==> src/rtl/ct_window_accumulator.sv <==
// ct_window_accumulator: accumulates WINDOW sign-magnitude samples from the
// CT scaling multiplier. Once per window it publishes the signed mean, the
// mean magnitude and the peak magnitude. When the ZERO_CROSS_EN macro is
// defined, it also publishes a zero-crossing count; otherwise zc_out is
// tied to zero.
module ct_window_accumulator #(
  parameter int WINDOW  = 256,
  parameter int WIN_LG2 = 8,
  parameter int ACC_W   = 32
) (
  input  logic        clk,
  input  logic        rst_n,
  input  logic        run,
  input  logic [23:0] in_data,
  input  logic        in_valid,
  output logic [23:0] mean_out,
  output logic [22:0] mean_abs_out,
  output logic [22:0] peak_out,
  output logic [15:0] zc_out,
  output logic        win_valid,
  output logic        ovf
);

  typedef enum logic [1:0] {S_IDLE, S_ACCUM, S_PUB} state_t;

  state_t             state, state_nxt;
  logic [WIN_LG2-1:0] cnt;
  logic [ACC_W-1:0]   sum;
  logic [ACC_W-1:0]   abs_acc;
  logic [22:0]        peak;

  logic [22:0]        mag;
  logic               neg;
  logic               take;
  logic               restart;
  logic               last;
  logic [23:0]        term;
  logic [ACC_W-1:0]   base_sum;
  logic [ACC_W-1:0]   base_abs;
  logic [22:0]        base_peak;
  logic [WIN_LG2-1:0] base_cnt;
  logic [ACC_W:0]     sum_wide;
  logic [ACC_W:0]     abs_wide;
  logic               sum_ovf;
  logic               abs_ovf;
  logic [ACC_W-1:0]   sum_new;
  logic [ACC_W-1:0]   abs_new;
  logic [22:0]        peak_new;
  logic [WIN_LG2-1:0] cnt_new;

  // State register
  always_ff @(posedge clk or negedge rst_n) begin
    if (!rst_n) state <= S_IDLE;
    else        state <= state_nxt;
  end

  // Next-state: run=0 always wins and returns to idle
  always_comb begin
    state_nxt = state;
    unique case (state)
      S_IDLE:  state_nxt = run ? S_ACCUM : S_IDLE;
      S_ACCUM: if (!run)     state_nxt = S_IDLE;
               else if (last) state_nxt = S_PUB;
      S_PUB:   state_nxt = run ? S_ACCUM : S_IDLE;
      default: state_nxt = S_IDLE;
    endcase
  end

  // Sample datapath. In S_PUB the accumulators restart from zero, so a
  // sample arriving in that cycle becomes sample 0 of the next window.
  always_comb begin
    mag       = in_data[22:0];
    neg       = in_data[23] & (|mag);
    take      = run & in_valid & (state != S_IDLE);
    restart   = (state == S_PUB);
    last      = take & (state == S_ACCUM) & (cnt == WIN_LG2'(WINDOW - 1));
    term      = neg ? (24'd0 - {1'b0, mag}) : {1'b0, mag};
    base_sum  = restart ? '0 : sum;
    base_abs  = restart ? '0 : abs_acc;
    base_peak = restart ? '0 : peak;
    base_cnt  = restart ? '0 : cnt;
    sum_wide  = {base_sum[ACC_W-1], base_sum} + {{(ACC_W-23){term[23]}}, term};
    abs_wide  = {1'b0, base_abs} + {{(ACC_W-22){1'b0}}, mag};
    sum_ovf   = sum_wide[ACC_W] ^ sum_wide[ACC_W-1];
    abs_ovf   = abs_wide[ACC_W];
    if (!sum_ovf)             sum_new = sum_wide[ACC_W-1:0];
    else if (sum_wide[ACC_W]) sum_new = {1'b1, {(ACC_W-1){1'b0}}};
    else                      sum_new = {1'b0, {(ACC_W-1){1'b1}}};
    abs_new   = abs_ovf ? '1 : abs_wide[ACC_W-1:0];
    peak_new  = (mag > base_peak) ? mag : base_peak;
    cnt_new   = base_cnt + WIN_LG2'(1);
  end

  // Accumulators, sticky overflow and result registers. Results load on
  // the last sample's edge, so they are present during the S_PUB cycle.
  always_ff @(posedge clk or negedge rst_n) begin
    if (!rst_n) begin
      cnt          <= '0;
      sum          <= '0;
      abs_acc      <= '0;
      peak         <= '0;
      ovf          <= 1'b0;
      win_valid    <= 1'b0;
      mean_out     <= '0;
      mean_abs_out <= '0;
      peak_out     <= '0;
    end else begin
      win_valid <= 1'b0;
      if (!run) begin
        cnt     <= '0;
        sum     <= '0;
        abs_acc <= '0;
        peak    <= '0;
        ovf     <= 1'b0;
      end else if (take) begin
        cnt     <= cnt_new;
        sum     <= sum_new;
        abs_acc <= abs_new;
        peak    <= peak_new;
        if (sum_ovf || abs_ovf) ovf <= 1'b1;
        if (last) begin
          mean_out     <= 24'($signed(sum_new) >>> WIN_LG2);
          mean_abs_out <= 23'(abs_new >> WIN_LG2);
          peak_out     <= peak_new;
          win_valid    <= 1'b1;
        end
      end else if (restart) begin
        cnt     <= '0;
        sum     <= '0;
        abs_acc <= '0;
        peak    <= '0;
      end
    end
  end

`ifdef ZERO_CROSS_EN
  logic [15:0] zc;
  logic        zc_seen;
  logic        zc_neg;
  logic [15:0] base_zc;
  logic        base_seen;
  logic        base_neg;
  logic        zc_hit;

  // Crossing detect against the sign of the last nonzero sample
  always_comb begin
    base_zc   = restart ? '0 : zc;
    base_seen = restart ? 1'b0 : zc_seen;
    base_neg  = restart ? 1'b0 : zc_neg;
    zc_hit    = (|mag) & base_seen & (neg != base_neg) & (base_zc != '1);
  end

  // Zero-crossing counter and tracked sign
  always_ff @(posedge clk or negedge rst_n) begin
    if (!rst_n) begin
      zc      <= '0;
      zc_seen <= 1'b0;
      zc_neg  <= 1'b0;
      zc_out  <= '0;
    end else if (!run) begin
      zc      <= '0;
      zc_seen <= 1'b0;
      zc_neg  <= 1'b0;
    end else if (take) begin
      zc <= base_zc + {15'd0, zc_hit};
      if (|mag) begin
        zc_seen <= 1'b1;
        zc_neg  <= neg;
      end else begin
        zc_seen <= base_seen;
        zc_neg  <= base_neg;
      end
      if (last) zc_out <= base_zc + {15'd0, zc_hit};
    end else if (restart) begin
      zc      <= '0;
      zc_seen <= 1'b0;
      zc_neg  <= 1'b0;
    end
  end
`else
  assign zc_out = 16'h0000;
`endif

endmodule

==> config.mk <==
export PLATFORM = sky130hd
export DESIGN_NAME = ct_window_accumulator
export DESIGN_NICKNAME = d
export VERILOG_FILES = /design/src/rtl/ct_window_accumulator.sv
export SDC_FILE = /design/constraint.sdc
export NUM_CORES = 1
export LEC_CHECK = 0
export CAP_MARGIN = 20
export CORE_ASPECT_RATIO = 0.8
export CORE_UTILIZATION = 30
export DETAILED_ROUTE_END_ITERATION = 16
export GPL_ROUTABILITY_DRIVEN = 0
export PLACE_DENSITY = 0.56
export REMOVE_ABC_BUFFERS = 1
export SLEW_MARGIN = 15
export SYNTH_ARGS = -nofsm -noshare
export SYNTH_HDL_FRONTEND = slang
export SYNTH_SLANG_ARGS = --single-unit
export TNS_END_PERCENT = 10
==> constraint.sdc <==
create_clock -name clk -period 6.99 [get_ports clk]
set_clock_uncertainty 0.05 [all_clocks]
set_input_delay 2.097 -clock clk [delete_from_list [all_inputs] [get_ports clk]]
set_output_delay 2.097 -clock clk [all_outputs]
set_load 0.02 [all_outputs]
==> flow_results.org, run 1 <==
** Clock tree
- Counting the buffers created by CTS gives 17.
- The clock reaches the later pin of the worst-skew pair after approximately 460 ps.
- Clk buf depth :: 2
- In this run the number of H-tree levels came out at 4.
- Clock-pin slew reported for the worst setup and hold paths after clock tree synthesis :: roughly 80 ps
- CTS saw between 150 and 200 sinks.
- TritonCTS built the clock tree.
- Root buffer selected by CTS :: clkbuf_16

** Die
- Vert. Die Dim :: roughly 180 um
- Die Footprint :: approximately 40000 um^2
- Horizontal extent of the die :: around 220 um
- The initialized floorplan defines 64 standard-cell rows.
- Core region area :: around 39000 um^2
- I/O pins :: around 120
- Effective utilization at floorplan :: 0.306

** Power and ir drop
- For this design the total switching power over the nets is approximately 0.00099 W.
- In this run the power density over the cells is roughly 200 nW/um^2.
- Switching part of the total power :: 0.340
- Of the total power, combinational logic draws 0.302.
- Clock network fraction of design power :: 0.346
- The internal portion of the total power is 0.00192 W.
- Maximum vdd drop :: about 0.00014 V
- Leakage :: 6.68 nW
- Portion of total power attributed to sequential cells :: 0.352

** Job
- Across the run, the number of max-cap violations was 0.

** Setup path
- The slowest stage of the critical path belongs to the cell or4b_2.
- Critical path class :: input port to flip-flop
- The cell family contributing the most delay on the critical path is simple AND/OR/NAND/NOR gates.
- For the worst setup path, the data required time is approximately 7300 ps.
- Data arrival, critical path :: about 7000 ps
- For this run, the slowest stage of the critical path takes 610 ps.
- Crit end category :: flip-flop
- Top fanout value on the critical path :: 9
- Crit-path cells :: clkdlybuf4s50_1 > nor4_4 > nand2_1 > or3_4 > or3_4 > o31a_1 > nor2_1 > a21o_1 > inv_2 > fa_1 > nor2b_1 > o311a_1 > nor2_1 > o21ai_0 > buf_4 > a21oi_1 > or4b_2 > a21oi_1 > o21ai_0
- Number of buffers and inverters on the critical path :: 3
- The worst setup path is launched from an input port.

** Timing
- The number of hold violations in the final report is 0.
- Of the available clock period, the critical path in the final layout requires 0.962.
- Setup violation total in the final timing report :: 0
- Adding up every negative setup slack in the final design gives 0 ps.
- The total count of max-transition violations in the final report was 0.
- Derived from the worst setup path, the maximum achievable clock frequency is 149 MHz.
- At the pin with the least slew margin, the transition time is around 960 ps.
- After layout, the minimum clock period comes to between 6000 and 7000 ps.
- Worst rel slew slack :: 0.359

** Synthesis
- Ys async rst share :: 1.00
- Cell accounting for the most synthesized area :: dfrtp_1
- Among all cell types in the netlist, the one instantiated most often is dfrtp_1.
- The share of the Yosys chip area taken by registers is 0.358.
- For this run, the number of Yosys warnings is 0.
- Distinct cells, synth :: 73
- After synthesis, the cell types taking the most area are dfrtp_1, ha_1, nand2_1.
- Number of flops mapped to enable cells by yosys :: 0
- In the synthesized netlist, the number of instances is around 1400.
- Mean instance size in the synthesized netlist :: 8.50 um^2
- The cell area that synthesis handed to floorplanning was around 12000 um^2.
- Share of Yosys cell area claimed by the top area cell type :: 0.358
- In this run, synthesis produced a sequential element count of 169.
- By count the netlist is led by dfrtp_1, nand2_1, nor2_1.
- Primary FF master, synth :: dfrtp_1

** Routing
- The detail route stage leaves a number of antenna-violating nets equal to 0.
- In the final routing, the length of wire on met1 measures just under 20000 um.
- For this block, the initial DRC count from the detailed router was around 1000.
- For this run, design rule violations remaining after detail routing come to 0.
- Summed over all nets, wire length on met3 after detailed routing comes to between 2000 and 2500 um.
- The detailed router used layers up to and including met4.
- In the routed layout, each cell is associated on average with a via count of roughly 5.3.
- After detailed routing, the average wire length per cell comes to ~18 um.
- Routed vias :: about 11000
- Summed over all layers, the routed wires come to 39000 um.
- Routed wire length on met2 :: 16400 um
- Drt first pass iters :: 5

** Global route
- For this run the aggregate overflow at the end of global routing stands at 0.
- Number of global-route vias before repair :: 10693
- Global router's overall resource usage :: 0.198
- Antenna violations before repair :: 0
- The first global-routing pass estimated 62200 um of wire.
- Maximum number of pins on one net before global-route repair :: 94

** Finish
- 0 antenna diodes ended up in the layout.
- In the final design database the tool counted 1682 nets.
- Fraction of layout cells with a size suffix above 1 :: 0.142
- Compared with the post-synthesis result, the final layout area differs by 25.7%.
- The layout has around 3900 filler cells.
- The finished layout holds between 2000 and 2500 standard cells, fillers aside.

** Placed design
- After legalization and detailed placement, the total HPWL measured between 20000 and 30000 um.
- Input and output buffers added on the ports amount to 99.
- # placed instances :: 2078

** Outcome
- The flow ran to the end, and the final reports show no timing, DRC or antenna violations.

** Min path
- The worst hold path belongs to the class flip-flop to flip-flop.
-- layer usage --
metal	up-vias	GRT usage
met5	-	0
met4	0	0.0559
met3	43	0.0327
met2	324	0.285
met1	5441	0.302
li1	5332	-
-- final cells by class --
type	instances	area, um^2	share of cell area
inverters	25	93.8	0.00632
repair buffers	237	2060	0.139
flip-flops and latches	169	4230	0.285
clock buffers	17	425	0.0287
multi-input cells	1122	7190	0.484
clock inverters	15	183	0.0123
well taps	528	661	0.0445
-- worst paths after layout --
kind	slack, ps	endpoint	start	depth (start not counted)
worst max-delay path	270	mean_out[22]	in_data[2]	19
min in group asynchronous	1560	peak_out[7]	rst_n	1
worst min register to register	430	mean_out[15]	mean_out[15]	2
worst max register to register	1960	abs_acc[26]	state[0]	13
max in group asynchronous	4110	mean_out[7]	rst_n	2
worst min-delay path	430	mean_out[15]	mean_out[15]	2
-- power by group through the flow --
| stage | combinational [W] | sequential [W] | clock, W |
|---|---|---|---|
| finish | 0.000881 | 0.00102 | 0.00101 |
| global route | 0.000966 | 0.00103 | 0.00108 |
| CTS | 0.000867 | 0.00102 | 0.00103 |
| detailed placement | 0.000862 | 0.00104 | 0 |
| global placement | 0.000853 | 0.00104 | 0 |
| floorplan | 0.000518 | 0.00104 | 0 |
-- placed cells by master (no fill, tap or decap), types with 9 or more instances in the layout --
cell type	count
nor2b_1	9
clkbuf_16	17
clkdlybuf4s50_1	98
inv_1	22
mux2_2	22
a21oi_1	94
nor3_1	20
o211ai_1	11
a21o_1	32
or3_1	33
xnor2_1	47
o31ai_1	20
a31oi_1	15
a211oi_1	21
o2bb2ai_1	20
ha_1	80
o21ai_0	85
buf_4	134
o21a_1	15
nand4_1	13
xor2_1	26
nand2b_1	12
nand3_1	74
conb_1	16
nand2_1	152
and2_1	60
nor2_1	138
dfrtp_1	169
-- tightest hold or removal path: cells and delay by family (launching register included) --
| kind | cells | cell delay (ps) |
|---|---|---|
| AOI/OAI and AO/OA | 1 | 60 |
| and+or+nand+nor | 1 | 50 |
| DFF | 1 | 340 |
-- cell families after synthesis --
family	count (synthesis)	share of synthesized area
AND/OR/NAND/NOR	549	0.222
AO/OA/AOI/OAI	373	0.207
flip-flops	169	0.358
buffers and inverters	112	0.0425
adder cells (fa/ha/maj)	82	0.0882
XOR/XNOR	74	0.0555
multiplexers	28	0.0261
other	1	0.000318
-- state kept, by name, indices dropped and copies added, names as in the netlist --
signal        cells
abs_acc          32
cnt               8
mean_abs_out     23
mean_out         24
ovf               1
peak             23
peak_out         23
state             2
sum              32
win_valid         1
-- through the flow --
stage	total power (W)	area [um^2]	utilization	hold slack (ps)	worst slack (ps)
global placement	0.00189	14100	0.367	414	-331
finish	0.00291	14800	0.385	429	267
floorplan	0.00156	11500	-	410	113
CTS	0.00292	14800	0.384	437	8.07
global route	0.00307	14800	0.385	451	-32.5
detailed placement	0.00190	14200	0.368	420	-456
-- repair_timing --
action	CTS	global route
endpoints found under the setup margin	0	57
resized for setup	0	9
hold buffers	0	0
buffers inserted	0	2
(Power assumes the default switching activity.)
==> inputs of run 2 (changes only) <==
Settings changed: MAX_ROUTING_LAYER set to met4.
==> flow_results.org, run 2 (synthesis results as in run 1) <==
** Routing
- The post-detailed-route count of antenna-violating nets is 0 (unchanged).
- First DRT Iteration DRCs :: 962 (-8.0%)
- Routed vias :: 11161 (+0.19%)
- Vias/cell :: 5.28 (+0.19%)
- Drt first pass iters :: 7 (+2)
- Routed WL :: 39100 um (+0.16%)
- Number of remaining DRC errors :: 0 (unchanged)
- The average wire per standard cell came to 18.5 um (+0.16%).

** Placed design
- The area of placed instances is 14200 um^2 (unchanged).
- Count of input and output buffers :: 99 (unchanged)
- HPWL after detailed placement :: 28600 um (unchanged)

** Setup path
- Traced cell by cell, the critical path runs through clkdlybuf4s50_1 > nor4_4 > nand2_1 > or3_4 > or3_4 > o31a_1 > nor2_1 > a21o_1 > inv_2 > fa_1 > nor2b_1 > o311a_1 > nor2_1 > o21ai_0 > buf_4 > a21oi_1 > or4b_2 > a21oi_1 > o21ai_0.
- Required time at the endpoint of the critical path :: 7290 ps (about the same)
- Crit end category :: flip-flop
- Top fanout value on the critical path :: 9 (unchanged)
- Highest-delay cell along the critical path :: or4b_2
- The setup path with the least slack is of type input port to flip-flop.
- The critical path's largest stage delay is 610 ps (about the same).
- The arrival time at the worst endpoint is 7000 ps (-20 ps).
- The worst setup path is launched from an input port.

** Die
- The x dimension of the die is 224 um (unchanged).
- The area of the core was 38500 um^2 (unchanged).
- Effective utilization at floorplan :: 0.306 (unchanged)
- The placement row count was 64 (unchanged).
- Vert. Die Dim :: 179 um (unchanged)
- I/O pins :: 116 (unchanged)
- Die Footprint :: 40100 um^2 (unchanged)

** Global route
- The aggregate global routing overflow came to 0 (unchanged).
- The number of antenna violations at the first check in global routing came to 0 (unchanged).
- Global router's overall resource usage :: 0.204 (+0.00582)
- The global-route wire length before repair is 62100 um (about the same).
- The via count of the first global-routing pass was 10662 (-0.29%).
- Maximum number of pins on one net before global-route repair :: 94 (unchanged)

** Job
- The number of max-cap violations came to 0 (unchanged).

** Power and ir drop
- The worst supply voltage drop on vdd was 0.000140 V (-0.33%).
- Ratio of total power to cell area :: 196 nW/um^2 (about the same)
- The post-route total power came to 0.00291 W (about the same).
- The leakage power summed over all cells was 6.68 nW (unchanged).

** Clock tree
- Clock latency on the worst-skew pair :: 460 ps (about the same)
- CTS HTree Levels :: 4 (unchanged)
- Clk buf depth :: 2 (unchanged)
- The number of clock sinks seen by CTS is 169 (unchanged).
- The register clock-pin slew on the reported worst setup and hold paths was 80 ps (about the same).
- TritonCTS built the clock tree.
- The clock buffer count from CTS came to 17 (unchanged).
- Root buffer selected by CTS :: clkbuf_16

** Finish
- Fraction of layout cells with a size suffix above 1 :: 0.142 (unchanged)
- The area added between synthesis and finish was 25.7% (unchanged).
- Antenna diodes :: 0 (unchanged)
- Final-stage net count :: 1682 (unchanged)
- Top Registers :: abs_acc (32), sum (32), mean_out (24)
- The final cell area excluding filler cells was 14800 um^2 (unchanged).
- Leaving out fill and tap cells, the most frequent cells in the layout are dfrtp_1, nand2_1, nor2_1.
- Most common library cell in the layout ignoring fill and taps :: dfrtp_1
- The core utilization of the finished layout came to 0.385 (unchanged).

** Timing
- Peak clock frequency supported by timing :: 149 MHz (+0.34%)
- The number of hold violations in the final report came to 0 (unchanged).
- Min Tclk post-route :: 6700 ps (-22.7 ps)
- The accumulated negative setup slack was 0 ps (unchanged).
- The slew at the pin closest to its max-slew limit is 996 ps (+34.8 ps).
- The headroom to the max-slew limit came to 0.336 (-0.0232).
- Tcrit/Tclk final :: 0.959 (-0.00325)
- The final count of negative-setup-slack endpoints is 0 (unchanged).
- The total count of max-transition violations in the final report was 0 (unchanged).

** Min path
- The path class of the tightest hold or removal check is flip-flop to flip-flop.

** Outcome
- Outcome :: finished clean
-- run 2: layout make-up --
| cell class | count | area, um^2 |
|---|---|---|
| fillers | 3929 | 23700 |
| multi-input cells | 1122 | 7190 |
| flip-flops and latches | 169 | 4230 |
| repair buffers | 237 | 2060 |
| well taps | 528 | 661 |
| clock buffers | 17 | 425 |
| clock inverters | 15 | 183 |
| inverters | 25 | 93.8 |
-- run 2: per-layer routing --
| metal | share of wire | track usage | up-vias |
|---|---|---|---|
| met2 | 0.42 | 0.284 | 346 |
| met3 | 0.052 | 0.0306 | 40 |
| met1 | 0.51 | 0.304 | 5439 |
| met4 | 0.018 | 0.0559 | 0 |
| met5 | 0 | - | - |
| li1 | - | - | 5336 |
-- run 2: through the flow --
stage	setup WS [ps]	instances	hold slack (ps)
6_report	289	2113	429
5_1_grt	-35.4	2113	451
4_1_cts	8.07	2110	437
3_5_place_dp	-456	2078	420
3_3_place_gp	-331	2076	414
2_1_floorplan	113	1316	410
-- run 2: critical path: cells and delay by family --
family,cells,cell delay [ps]
AO/OA/AOI/OAI,7,1430
adder cells (fa/ha/maj),1,440
buffers and inverters,3,690
AND/OR/NAND/NOR,8,2340
-- run 2: final timing paths --
kind | from | cells after the start | slack [ps] | end
hold reg to reg | mean_out[15] | 2 | 430 | mean_out[15]
setup / recovery | in_data[2] | 19 | 290 | mean_out[22]
max in group asynchronous | rst_n | 2 | 4110 | mean_out[7]
hold / removal | mean_out[15] | 2 | 430 | mean_out[15]
min in group asynchronous | rst_n | 1 | 1550 | peak_out[7]
setup reg to reg | state[0] | 13 | 1940 | abs_acc[26]
-- run 2: power breakdown --
group / internal, W / switching [W] / total [W]
registers: 0.00101 / 0.0000103 / 0.00102
logic: 0.000366 / 0.000515 / 0.000881
clock network: 0.000542 / 0.000468 / 0.00101
total: 0.00192 / 0.000993 / 0.00291
-- run 2: timing repair --
| item | 4_1_cts | 5_1_grt |
|---|---|---|
| hold buffers | 0 | 0 |
| setup endpoints to repair | 0 | 57 |
| resized for setup | 0 | 9 |
| setup buffers | 0 | 2 |
==> inputs of run 3 (changes only) <==
Settings changed: CORE_MARGIN set to 8, SETUP_SLACK_MARGIN set to 0.5, TNS_END_PERCENT 10 to 100.
==> flow_results.org, run 3 (synthesis results as in run 1) <==
** Placed design
- The placed instance count is 2078 (unchanged).
- The count of input and output buffers is 99 (unchanged).
- The placed wire-length estimate after detailed placement was 28800 um (+0.91%).
- Cell area after placement :: 14200 um^2 (about the same)

** Setup path
- The worst setup path is of the input port to flip-flop kind.
- The arrival time at the worst endpoint is 6630 ps (-370 ps).
- Start of the worst register-to-register path :: state[0]
- The critical path starts at in_data[9].
- Required time at the endpoint of the critical path :: 7280 ps (about the same)
- STA classifies the critical path endpoint as a flip-flop.
- STA classifies the critical path startpoint as an input port.
- Reg2Reg Depth :: 13 (unchanged)
- The maximum fanout encountered on the critical timing path is 6 (-3).
- The setup slack of the worst register-to-register path was 2280 ps (+340 ps).
- RR Endpoint :: abs_acc[26]

** Finish
- Commonest cells after routing, fill and taps aside :: dfrtp_1, nand2_1, nor2_1
- The number of nets in the finished design is 1682 (unchanged).
- Final Util :: 0.388 (+0.00300)
- Leaving out fill and tap cells, the most frequent cell in the layout is dfrtp_1.
- Area of all placed cells without fillers :: 15200 um^2 (+2.4%)
- The share of post-route cells with drive strength above 1 came to 0.164 (+0.0221).
- Non-filler cells in the finished layout :: 2121 (+0.38%)
- Area Overhead vs Synth :: 28.7%
- The largest registers in the layout are abs_acc (32), sum (32), mean_out (24).
- The antenna diode instance count was 0 (unchanged).

** Die
- Horizontal extent of the die :: 238 um (+6.3%)
- Die Footprint :: 46000 um^2 (+15%)
- The number of top-level pins was 116 (unchanged).
- Core region area :: 39100 um^2 (+1.6%)
- The placement row count is 65 (+1.6%).
- Vert. Die Dim :: 193 um (+7.8%)
- The initial core utilization is 0.302 (-0.00471).

** Timing
- Peak clock frequency supported by timing :: 158 MHz (+5.7%)
- The final count of negative-setup-slack endpoints was 0 (unchanged).
- Final-report hold violation count :: 0 (unchanged)
- Tcrit/Tclk final :: 0.907 (-0.0519)
- The final period demand of the worst path is 6340 ps (-363 ps).
- The slew at the pin closest to its max-slew limit is 945 ps (-50.5 ps).
- RSZ-0062 raised after global routing :: no
- The total count of max-transition violations in the final report came to 0 (unchanged).
- The headroom to the max-slew limit was 0.363 (+0.0268).

** Min path
- Hold Path Sink :: peak_out[8]
- Path category of the worst min-delay check :: flip-flop to flip-flop
- Hold depth :: 2 (unchanged)
- In this run the most critical hold path is launched from peak_out[8].

** Routing
- The first-iteration detailed-routing DRC count came to 776 (-19%).
- The average vias per placed instance was 5.24 (-0.81%).
- Number of remaining DRC errors :: 0 (unchanged)
- The average wire per standard cell came to 18.6 um (+0.58%).
- Routed WL :: 39500 um (+0.96%)
- The number of search-and-repair iterations in the first detailed-routing pass was 5 (-2).
- The post-detailed-route count of antenna-violating nets is 0 (unchanged).
- Routed vias :: 11112 (-0.44%)

** Global route
- The aggregate global routing overflow is 0 (unchanged).
- First-pass GRT wire length :: 62200 um (about the same)
- Antenna violations before repair :: 0 (unchanged)
- Maximum number of pins on one net before global-route repair :: 87 (-7.4%)
- The total global routing track utilization is 0.174 (-0.0298).
- Number of global-route vias before repair :: 10800 (+1.3%)

** Power and ir drop
- Ratio of total power to cell area :: 192 nW/um^2 (-2.3%)
- Leakage :: 6.85 nW (+2.6%)
- The worst supply voltage drop on vdd came to 0.000128 V (-8.5%).

** Clock tree
- Root buffer selected by CTS :: clkbuf_16
- The number of clock sinks seen by CTS came to 169 (unchanged).
- Hold Buf Count CTS :: 0 (unchanged)
- The clock buffer count from CTS is 17 (unchanged).
- Clock-pin slew reported for the worst setup and hold paths after clock tree synthesis :: 70 ps (about the same)
- The clock insertion delay at the later pin of the skew report was 460 ps (about the same).
- Clk buf depth :: 2 (unchanged)
- The total number of H-tree levels came to 4 (unchanged).
- TritonCTS clock tree :: built

** Outcome
- The run finished with clean final reports.

** Job
- The number of max-cap violations came to 0 (unchanged).
-- run 3: power by group --
group | switching [W] | leakage, nW | internal [W] | total (W)
sequential | 0.0000101 | 2.32 | 0.00101 | 0.00102
combinational | 0.000546 | 4.25 | 0.000387 | 0.000933
clock | 0.000425 | 0.273 | 0.000532 | 0.000957
-- run 3: routing by layer --
metal  track usage  wire length, um
met5             -                0
met4        0.0393              558
met3        0.0335             2020
met2         0.249            17000
met1         0.251            19900
-- run 3: worst max-delay path, cell delays in order --
cell	delay (ps)
dlymetal6s2s_1	130
or4_4	580
or3_4	400
or3_4	420
o31ai_4	240
buf_6	140
a21oi_1	50
xor2_1	300
ha_1	300
buf_4	140
a21oi_1	220
o21ai_1	130
a211oi_2	320
o41ai_4	130
a41o_4	310
xnor2_4	240
buf_12	160
a21oi_1	50
o31ai_1	280
-- run 3: layout make-up --
cell class / instances / area (um^2)
fillers: 3986 / 23900
flip-flops and latches: 169 / 4230
multi-input cells: 1123 / 7440
well taps: 536 / 671
clock inverters: 8 / 87.6
repair buffers: 236 / 2170
clock buffers: 24 / 492
inverters: 25 / 93.8
-- run 3: how the worst max path moves through the flow --
stage	endpoint
2_1_floorplan	sum[21]
3_3_place_gp	mean_out[20]
3_5_place_dp	mean_out[20]
4_1_cts	mean_out[10]
5_1_grt	mean_out[20]
6_report	mean_out[20]
-- run 3: metrics by stage --
step                      setup slack, ps  hold WS [ps]  setup TNS, ps  power, W
final                                 652           426              0   0.00291
after global routing                  488           453              0   0.00307
after CTS                             522           431              0   0.00289
after detailed placement             -461           415         -18990   0.00190
after global placement               -356           411         -14740   0.00189
after floorplan                       113           410              0   0.00156
-- run 3: timing repair --
action | in CTS | in global routing
setup buffers | 2 | 6
gates resized for setup | 33 | 50
hold endpoints to repair | 0 | 0
pin swaps | 12 | 32
cloned | 1 | 1
setup endpoints to repair | 57 | 57
